File: config.mk
export PLATFORM = sky130hd
export DESIGN_NAME = edge_accum_buffer
export DESIGN_NICKNAME = d
export VERILOG_FILES = /design/src/rtl/edge_accum_buffer.sv
export SDC_FILE = /design/constraint.sdc
export NUM_CORES = 1
export LEC_CHECK = 0
export ABC_AREA = 1
export BUFFER_PORTS_ARGS = -buffer_cell sky130_fd_sc_hd__clkbuf_2
export CAP_MARGIN = 5
export CORE_MARGIN = 10
export CORE_UTILIZATION = 45
export CTS_CLUSTER_DIAMETER = 60
export DETAILED_ROUTE_END_ITERATION = 8
export PLACE_DENSITY = 0.6
export SLEW_MARGIN = 20
export SYNTH_ARGS = -nofsm -noshare
export SYNTH_HDL_FRONTEND = slang
export SYNTH_SLANG_ARGS = --single-unit
export TNS_END_PERCENT = 50
File: constraint.sdc
create_clock -name clk -period 6.5 [get_ports clk]
set_input_delay 1.95 -clock clk [delete_from_list [all_inputs] [get_ports clk]]
set_output_delay 1.95 -clock clk [all_outputs]
set_load 0.005 [all_outputs]
File: src/rtl/edge_accum_buffer.sv
// -----------------------------------------------------------------------------
// edge_accum_buffer
//
// Per-node feature-vector accumulator between an Edge PE and its consumers.
// The Edge PE streams LANES elements per beat over one or more passes; every
// element is added (saturating or wrapping) into a MAX_FV-deep buffer. On
// command the accumulated vector is streamed to the output buffer (with
// request/grant and ready backpressure) or to the Reservation Station
// (request/grant, one beat per cycle).
//
// Ports:
//   clk, reset                      clock, synchronous active-high reset
//   in_valid/in_sos/in_eos          input beat valid / first / last beat of pass
//   in_data                         LANES elements, lane k at [k*DATA_W +: DATA_W]
//   in_node_id                      node id, captured on the first beat of a pass
//   wb_en, done_aggr                commands, honoured only while holding a vector
//   ob_req/ob_grant                 write-back request / grant
//   ob_valid/ob_sos/ob_eos/ob_ready write-back stream flags and acceptance
//   ob_data, ob_node_id             write-back payload
//   rs_req/rs_grant                 RS request / grant
//   rs_valid/rs_sos/rs_eos          RS stream flags
//   rs_data, rs_node_id             RS payload
//   busy                            block is not idle
//   len_err                         sticky protocol error (length/overflow/sos)
// -----------------------------------------------------------------------------
module edge_accum_buffer #(
    parameter int LANES   = 2,
    parameter int DATA_W  = 8,
    parameter int MAX_FV  = 16,
    parameter int NODE_W  = 8,
    parameter bit SAT     = 1'b1,
    parameter bit WB_KEEP = 1'b0
) (
    input  logic                    clk,
    input  logic                    reset,
    input  logic                    in_valid,
    input  logic                    in_sos,
    input  logic                    in_eos,
    input  logic [LANES*DATA_W-1:0] in_data,
    input  logic [NODE_W-1:0]       in_node_id,
    input  logic                    wb_en,
    input  logic                    done_aggr,
    output logic                    ob_req,
    input  logic                    ob_grant,
    output logic                    ob_valid,
    output logic                    ob_sos,
    output logic                    ob_eos,
    input  logic                    ob_ready,
    output logic [LANES*DATA_W-1:0] ob_data,
    output logic [NODE_W-1:0]       ob_node_id,
    output logic                    rs_req,
    input  logic                    rs_grant,
    output logic                    rs_valid,
    output logic                    rs_sos,
    output logic                    rs_eos,
    output logic [LANES*DATA_W-1:0] rs_data,
    output logic [NODE_W-1:0]       rs_node_id,
    output logic                    busy,
    output logic                    len_err
);

    localparam int MAX_BEATS = MAX_FV / LANES;
    localparam int PTR_W     = $clog2(MAX_FV + 1);
    // One spare count above MAX_BEATS so an over-long pass still compares unequal.
    localparam int BEAT_W    = $clog2(MAX_BEATS + 2);

    typedef enum logic [2:0] {
        S_IDLE, S_ACCUM, S_HOLD, S_WB_REQ, S_WB_OUT, S_RS_REQ, S_RS_OUT
    } state_t;

    state_t                    state_q, state_d;
    logic [DATA_W-1:0]         acc_q [MAX_FV];
    logic [DATA_W-1:0]         acc_d [MAX_FV];
    logic [PTR_W-1:0]          ptr_q, ptr_d;
    logic [BEAT_W-1:0]         beat_q, beat_d;   // beats in current pass, or read-out beat index
    logic [BEAT_W-1:0]         len_q, len_d;     // 0 means no pass length recorded yet
    logic [NODE_W-1:0]         node_q, node_d;
    logic                      err_q, err_d;

    logic                      take, first, clear;
    int                        base;
    logic [BEAT_W-1:0]         cnt, beat_inc;
    logic                      rd_sos, rd_eos;
    logic [LANES*DATA_W-1:0]   rd_data;

    function automatic logic [DATA_W-1:0] add_elem(input logic [DATA_W-1:0] a,
                                                   input logic [DATA_W-1:0] b);
        logic [DATA_W:0] s;
        s = {a[DATA_W-1], a} + {b[DATA_W-1], b};
        // Signed overflow shows as the two top bits of the extended sum disagreeing.
        if (SAT && (s[DATA_W] != s[DATA_W-1]))
            return s[DATA_W] ? {1'b1, {(DATA_W-1){1'b0}}} : {1'b0, {(DATA_W-1){1'b1}}};
        return s[DATA_W-1:0];
    endfunction

    always_comb begin
        // NOTE: every signal written in this block gets a default first, so no path can infer a latch.
        state_d    = state_q;
        acc_d      = acc_q;
        ptr_d      = ptr_q;
        beat_d     = beat_q;
        len_d      = len_q;
        node_d     = node_q;
        err_d      = err_q;
        take       = 1'b0;
        first      = 1'b0;
        clear      = 1'b0;
        base       = 0;
        cnt        = '0;
        ob_req     = 1'b0;
        ob_valid   = 1'b0;
        ob_sos     = 1'b0;
        ob_eos     = 1'b0;
        ob_data    = '0;
        ob_node_id = '0;
        rs_req     = 1'b0;
        rs_valid   = 1'b0;
        rs_sos     = 1'b0;
        rs_eos     = 1'b0;
        rs_data    = '0;
        rs_node_id = '0;

        beat_inc = (beat_q == '1) ? beat_q : beat_q + 1'b1;
        rd_sos   = (beat_q == '0);
        rd_eos   = ((beat_q + 1'b1) == len_q);
        rd_data  = '0;
        for (int k = 0; k < LANES; k++)
            if (int'(ptr_q) + k < MAX_FV)
                rd_data[k*DATA_W +: DATA_W] = acc_q[int'(ptr_q) + k];

        unique case (state_q)
            S_IDLE: begin
                if (in_valid && in_sos) begin
                    take  = 1'b1;
                    first = 1'b1;
                end
            end
            S_HOLD: begin
                if (done_aggr)
                    state_d = S_RS_REQ;
                else if (wb_en)
                    state_d = S_WB_REQ;
                else if (in_valid && in_sos) begin
                    take  = 1'b1;
                    first = 1'b1;
                end
            end
            S_ACCUM: begin
                if (in_valid) begin
                    take = 1'b1;
                    if (in_sos)
                        err_d = 1'b1;
                end
            end
            S_WB_REQ: begin
                ob_req = 1'b1;
                if (ob_grant) begin
                    ptr_d   = '0;
                    beat_d  = '0;
                    state_d = S_WB_OUT;
                end
            end
            S_WB_OUT: begin
                ob_valid   = 1'b1;
                ob_sos     = rd_sos;
                ob_eos     = rd_eos;
                ob_data    = rd_data;
                ob_node_id = node_q;
                if (ob_ready) begin
                    if (rd_eos) begin
                        if (WB_KEEP)
                            state_d = S_HOLD;
                        else begin
                            clear   = 1'b1;
                            state_d = S_IDLE;
                        end
                    end else begin
                        ptr_d  = ptr_q + PTR_W'(LANES);
                        beat_d = beat_q + 1'b1;
                    end
                end
            end
            S_RS_REQ: begin
                rs_req = 1'b1;
                if (rs_grant) begin
                    ptr_d   = '0;
                    beat_d  = '0;
                    state_d = S_RS_OUT;
                end
            end
            S_RS_OUT: begin
                rs_valid   = 1'b1;
                rs_sos     = rd_sos;
                rs_eos     = rd_eos;
                rs_data    = rd_data;
                rs_node_id = node_q;
                if (rd_eos) begin
                    clear   = 1'b1;
                    state_d = S_IDLE;
                end else begin
                    ptr_d  = ptr_q + PTR_W'(LANES);
                    beat_d = beat_q + 1'b1;
                end
            end
            default: state_d = S_IDLE;
        endcase

        if (take) begin
            base = first ? 0 : int'(ptr_q);
            cnt  = first ? BEAT_W'(1) : beat_inc;
            if (first)
                node_d = in_node_id;
            // A full buffer drops the beat but it still counts toward the pass length.
            if (base >= MAX_FV)
                err_d = 1'b1;
            else begin
                for (int k = 0; k < LANES; k++)
                    acc_d[base + k] = add_elem(acc_q[base + k], in_data[k*DATA_W +: DATA_W]);
                ptr_d = PTR_W'(base + LANES);
            end
            beat_d = cnt;
            if (in_eos) begin
                state_d = S_HOLD;
                if (len_q == '0)
                    len_d = BEAT_W'(int'(ptr_d) / LANES);
                else if (cnt != len_q)
                    err_d = 1'b1;
            end else
                state_d = S_ACCUM;
        end

        if (clear) begin
            for (int i = 0; i < MAX_FV; i++)
                acc_d[i] = '0;
            len_d = '0;
        end
    end

    assign busy    = (state_q != S_IDLE);
    assign len_err = err_q;

    // NOTE: sequential state uses non-blocking assignments so every flop samples pre-edge values.
    always_ff @(posedge clk) begin
        if (reset) begin
            state_q <= S_IDLE;
            ptr_q   <= '0;
            beat_q  <= '0;
            len_q   <= '0;
            node_q  <= '0;
            err_q   <= 1'b0;
            // NOTE: the buffer itself is reset because passes add into it; stale contents would corrupt the next vector.
            for (int i = 0; i < MAX_FV; i++)
                acc_q[i] <= '0;
        end else begin
            state_q <= state_d;
            ptr_q   <= ptr_d;
            beat_q  <= beat_d;
            len_q   <= len_d;
            node_q  <= node_d;
            err_q   <= err_d;
            acc_q   <= acc_d;
        end
    end

endmodule
==> summary.md <==
| Metric | Value |
|---|---|
| HPWL Detailed | 49.1 mm |
| Number of antenna violations at the first check in global routing | 1 |
| Most common flop cell mapped by yosys | dfxtp_1 |
| RePlAce Congestion | 1.05 |
| Setup Buffers After CTS | 0 |
| Layout area overhead | 11.7% |
| Hold Buf Count CTS | 0 |
| Buf/Inv on CP | 6 |
| Setup slack, reg-to-reg | 1320 ps |
| CP Data Arrival Time | 6350 ps |
| Gr busiest metal | met2 |
| Final wirelength | 68.6 mm |
| Drt drc | 0 |
| Nets | 2506 |
| Post-synth ARST share | 0 |
| Tot GR Track Use | 0.348 |
| RSZ-0062 raised after global routing | false |
| Number of H-tree levels | 4 |
| Routed WL per cell | 24.0 um |
| Pin count of the biggest net entering global routing | 99 |
| Initial Utilization | 0.458 |
| Die Y | 194 um |
| F_max | 0.167 GHz |
| Post-DRT Antenna Nets | 0 |
| CTS tree | built |
| Seq/Total Area, Yosys | 0.225 |
| Slowest stage cell on the critical path | fa_1 |
| WP data required | 6870 ps |
| M3 GR Usage | 0.0994 |
| #FFs+latches synth | 153 |
| Synth top cells by count | nand2_1, inv_1, nor2_1 |
| Row count | 63 |
| Crit path max-delay family | simple AND/OR/NAND/NOR gates |
| Startpoint Class | input port |
| Grt ovf | 0 |
| Clock-pin slew on the worst setup and hold paths | 60 ps |
| Post-layout min period | 5980 ps |
| Vias per cell | 6.08 |
| Worst-Margin Slew | 1220 ps |
| Ports | 92 |
| CP max stage delay | 430 ps |
| Syn_nets | 2466 |
| Post-Syn Instances | 2408 |
| Total Neg Setup Slack | 0 ps |
| Layout cells sized above 1 | 0.114 |
| Resize count post-CTS | 0 |
| CP max FO | 11 |
| DRT iter0 DRCs | 2841 |
| # setup viols final | 0 |
| Crit. End Element | register |
| CTS Buffer Depth | 2 |
| Final Skew | 20.9 ps |
| Port-buffer cells | 91 |
| Die area | 37700 um2 |
| Global-route wire length before repair | 101 mm |
| Slew headroom | 0.183 |
| GR Util met1 | 0.449 |
| Post-synth top area share | 0.225 |
| Most frequent cell after synthesis | nand2_1 |
| Num CTS Buffers | 17 |
| Top cells by area, synth | dfxtp_1, nand2_1, o21ai_0 |
| Area leader, netlist | dfxtp_1 |
| Routed via count | 17300 |
| Die Wd | 194 um |
| Most common cell type on the critical path | nand2_1 |
| Number of synthesized flops with an enable pin | 0 |
| TritonRoute pass-1 iters | 8 |
| Final max-slew violation count | 0 |
| Class of the worst hold path | reg2reg |
| Syn Area/Cell | 5.66 um2 |
| Syn Std Cell Area | 13600 um2 |
| Status | finished, final reports clean |
| Vias in the first global route | 15700 |
| Yosys warns | 0 |
| Endpoints failing hold | 0 |
| Core box area | 29800 um2 |
| Part of the cycle the worst path needs | 0.919 |
| Worst skew pair latency | 480 ps |
| Grt met2 use | 0.519 |
| Max Cap Violations | 0 |
| Final-layout fill cell count | 3217 |
| Yosys cell types | 51 |
| Crit Path Class | in2reg |
| TritonCTS sink count | 153 |
| Clock root buffer master | clkbuf_16 |
==> tightest hold or removal path, stage by stage, from the launching register on <==
cell and delay, ps:
dfxtp_1 290, inv_1 70, a21oi_1 70
==> cells in the final DEF (no fill, tap or decap), types with 16 or more instances in the layout <==
master,instances
nand2_1,666
nand4_1,20
nor2_1,252
clkbuf_2,91
dfxtp_1,151
o2111ai_1,16
o211ai_1,19
o21ai_0,241
a21oi_1,206
inv_1,261
clkbuf_16,17
o22ai_1,71
inv_2,28
ha_1,22
buf_4,51
nand3_1,179
==> final timing paths <==
| kind | cells past startpoint | from | endpoint |
|---|---|---|---|
| max | 31 | in_valid | acc_q[81] |
| min | 2 | node_q[6] | node_q[6] |
| max reg2reg | 24 | ptr_q[0] | acc_q[81] |
| min reg2reg | 2 | node_q[6] | node_q[6] |
==> metrics by stage <==
| step | area, um2 | setup slack (ps) | hold slack (ps) | utilization | cells |
|---|---|---|---|---|---|
| detailed placement | 14600 | 125 | 475 | 0.490 | 2819 |
| global route | 15200 | 159 | 512 | 0.511 | 2851 |
| finish | 15200 | 524 | 483 | 0.511 | 2852 |
| floorplan | 13600 | 448 | 450 | - | 2408 |
| CTS | 15200 | 592 | 485 | 0.511 | 2851 |
| global placement | 14600 | 292 | 465 | 0.490 | 2819 |
==> flip-flops by register name, summed over array words and instances, names as in the netlist <==
register  count
node_q        8
state_q       3
len_q         4
acc_q       128
beat_q        4
ptr_q         5
len_err       1
==> metal layers <==
layer  part of all wire  routed length, um
met3               0.13               8970
met1               0.39              26800
met2               0.42              29000
met4              0.056               3810
met5                  0                  0
==> cell type report <==
class,count,area (um2),area share
multi-input combinational,1826,8870,0.582
sequential,153,3070,0.201
inverter,297,1120,0.0733
timing repair buffer,153,1060,0.0695
tap,390,488,0.0320
clock buffer,20,457,0.0300
clock inverter,12,173,0.0113
antenna,1,2.50,0.000164
==> cell families after synthesis <==
logic type                 Yosys count  synth area share
buffers and inverters              429             0.125
xor gates and xnor gates            17            0.0109
and+or+nand+nor                   1172             0.364
adders and majority gates           24            0.0231
AOI/OAI and AO/OA                  613             0.252
DFF                                153             0.225
Power is left out: the tool's default activity adds up to more than one toggle a clock period on the data nets, which glitch-free logic cannot reach.
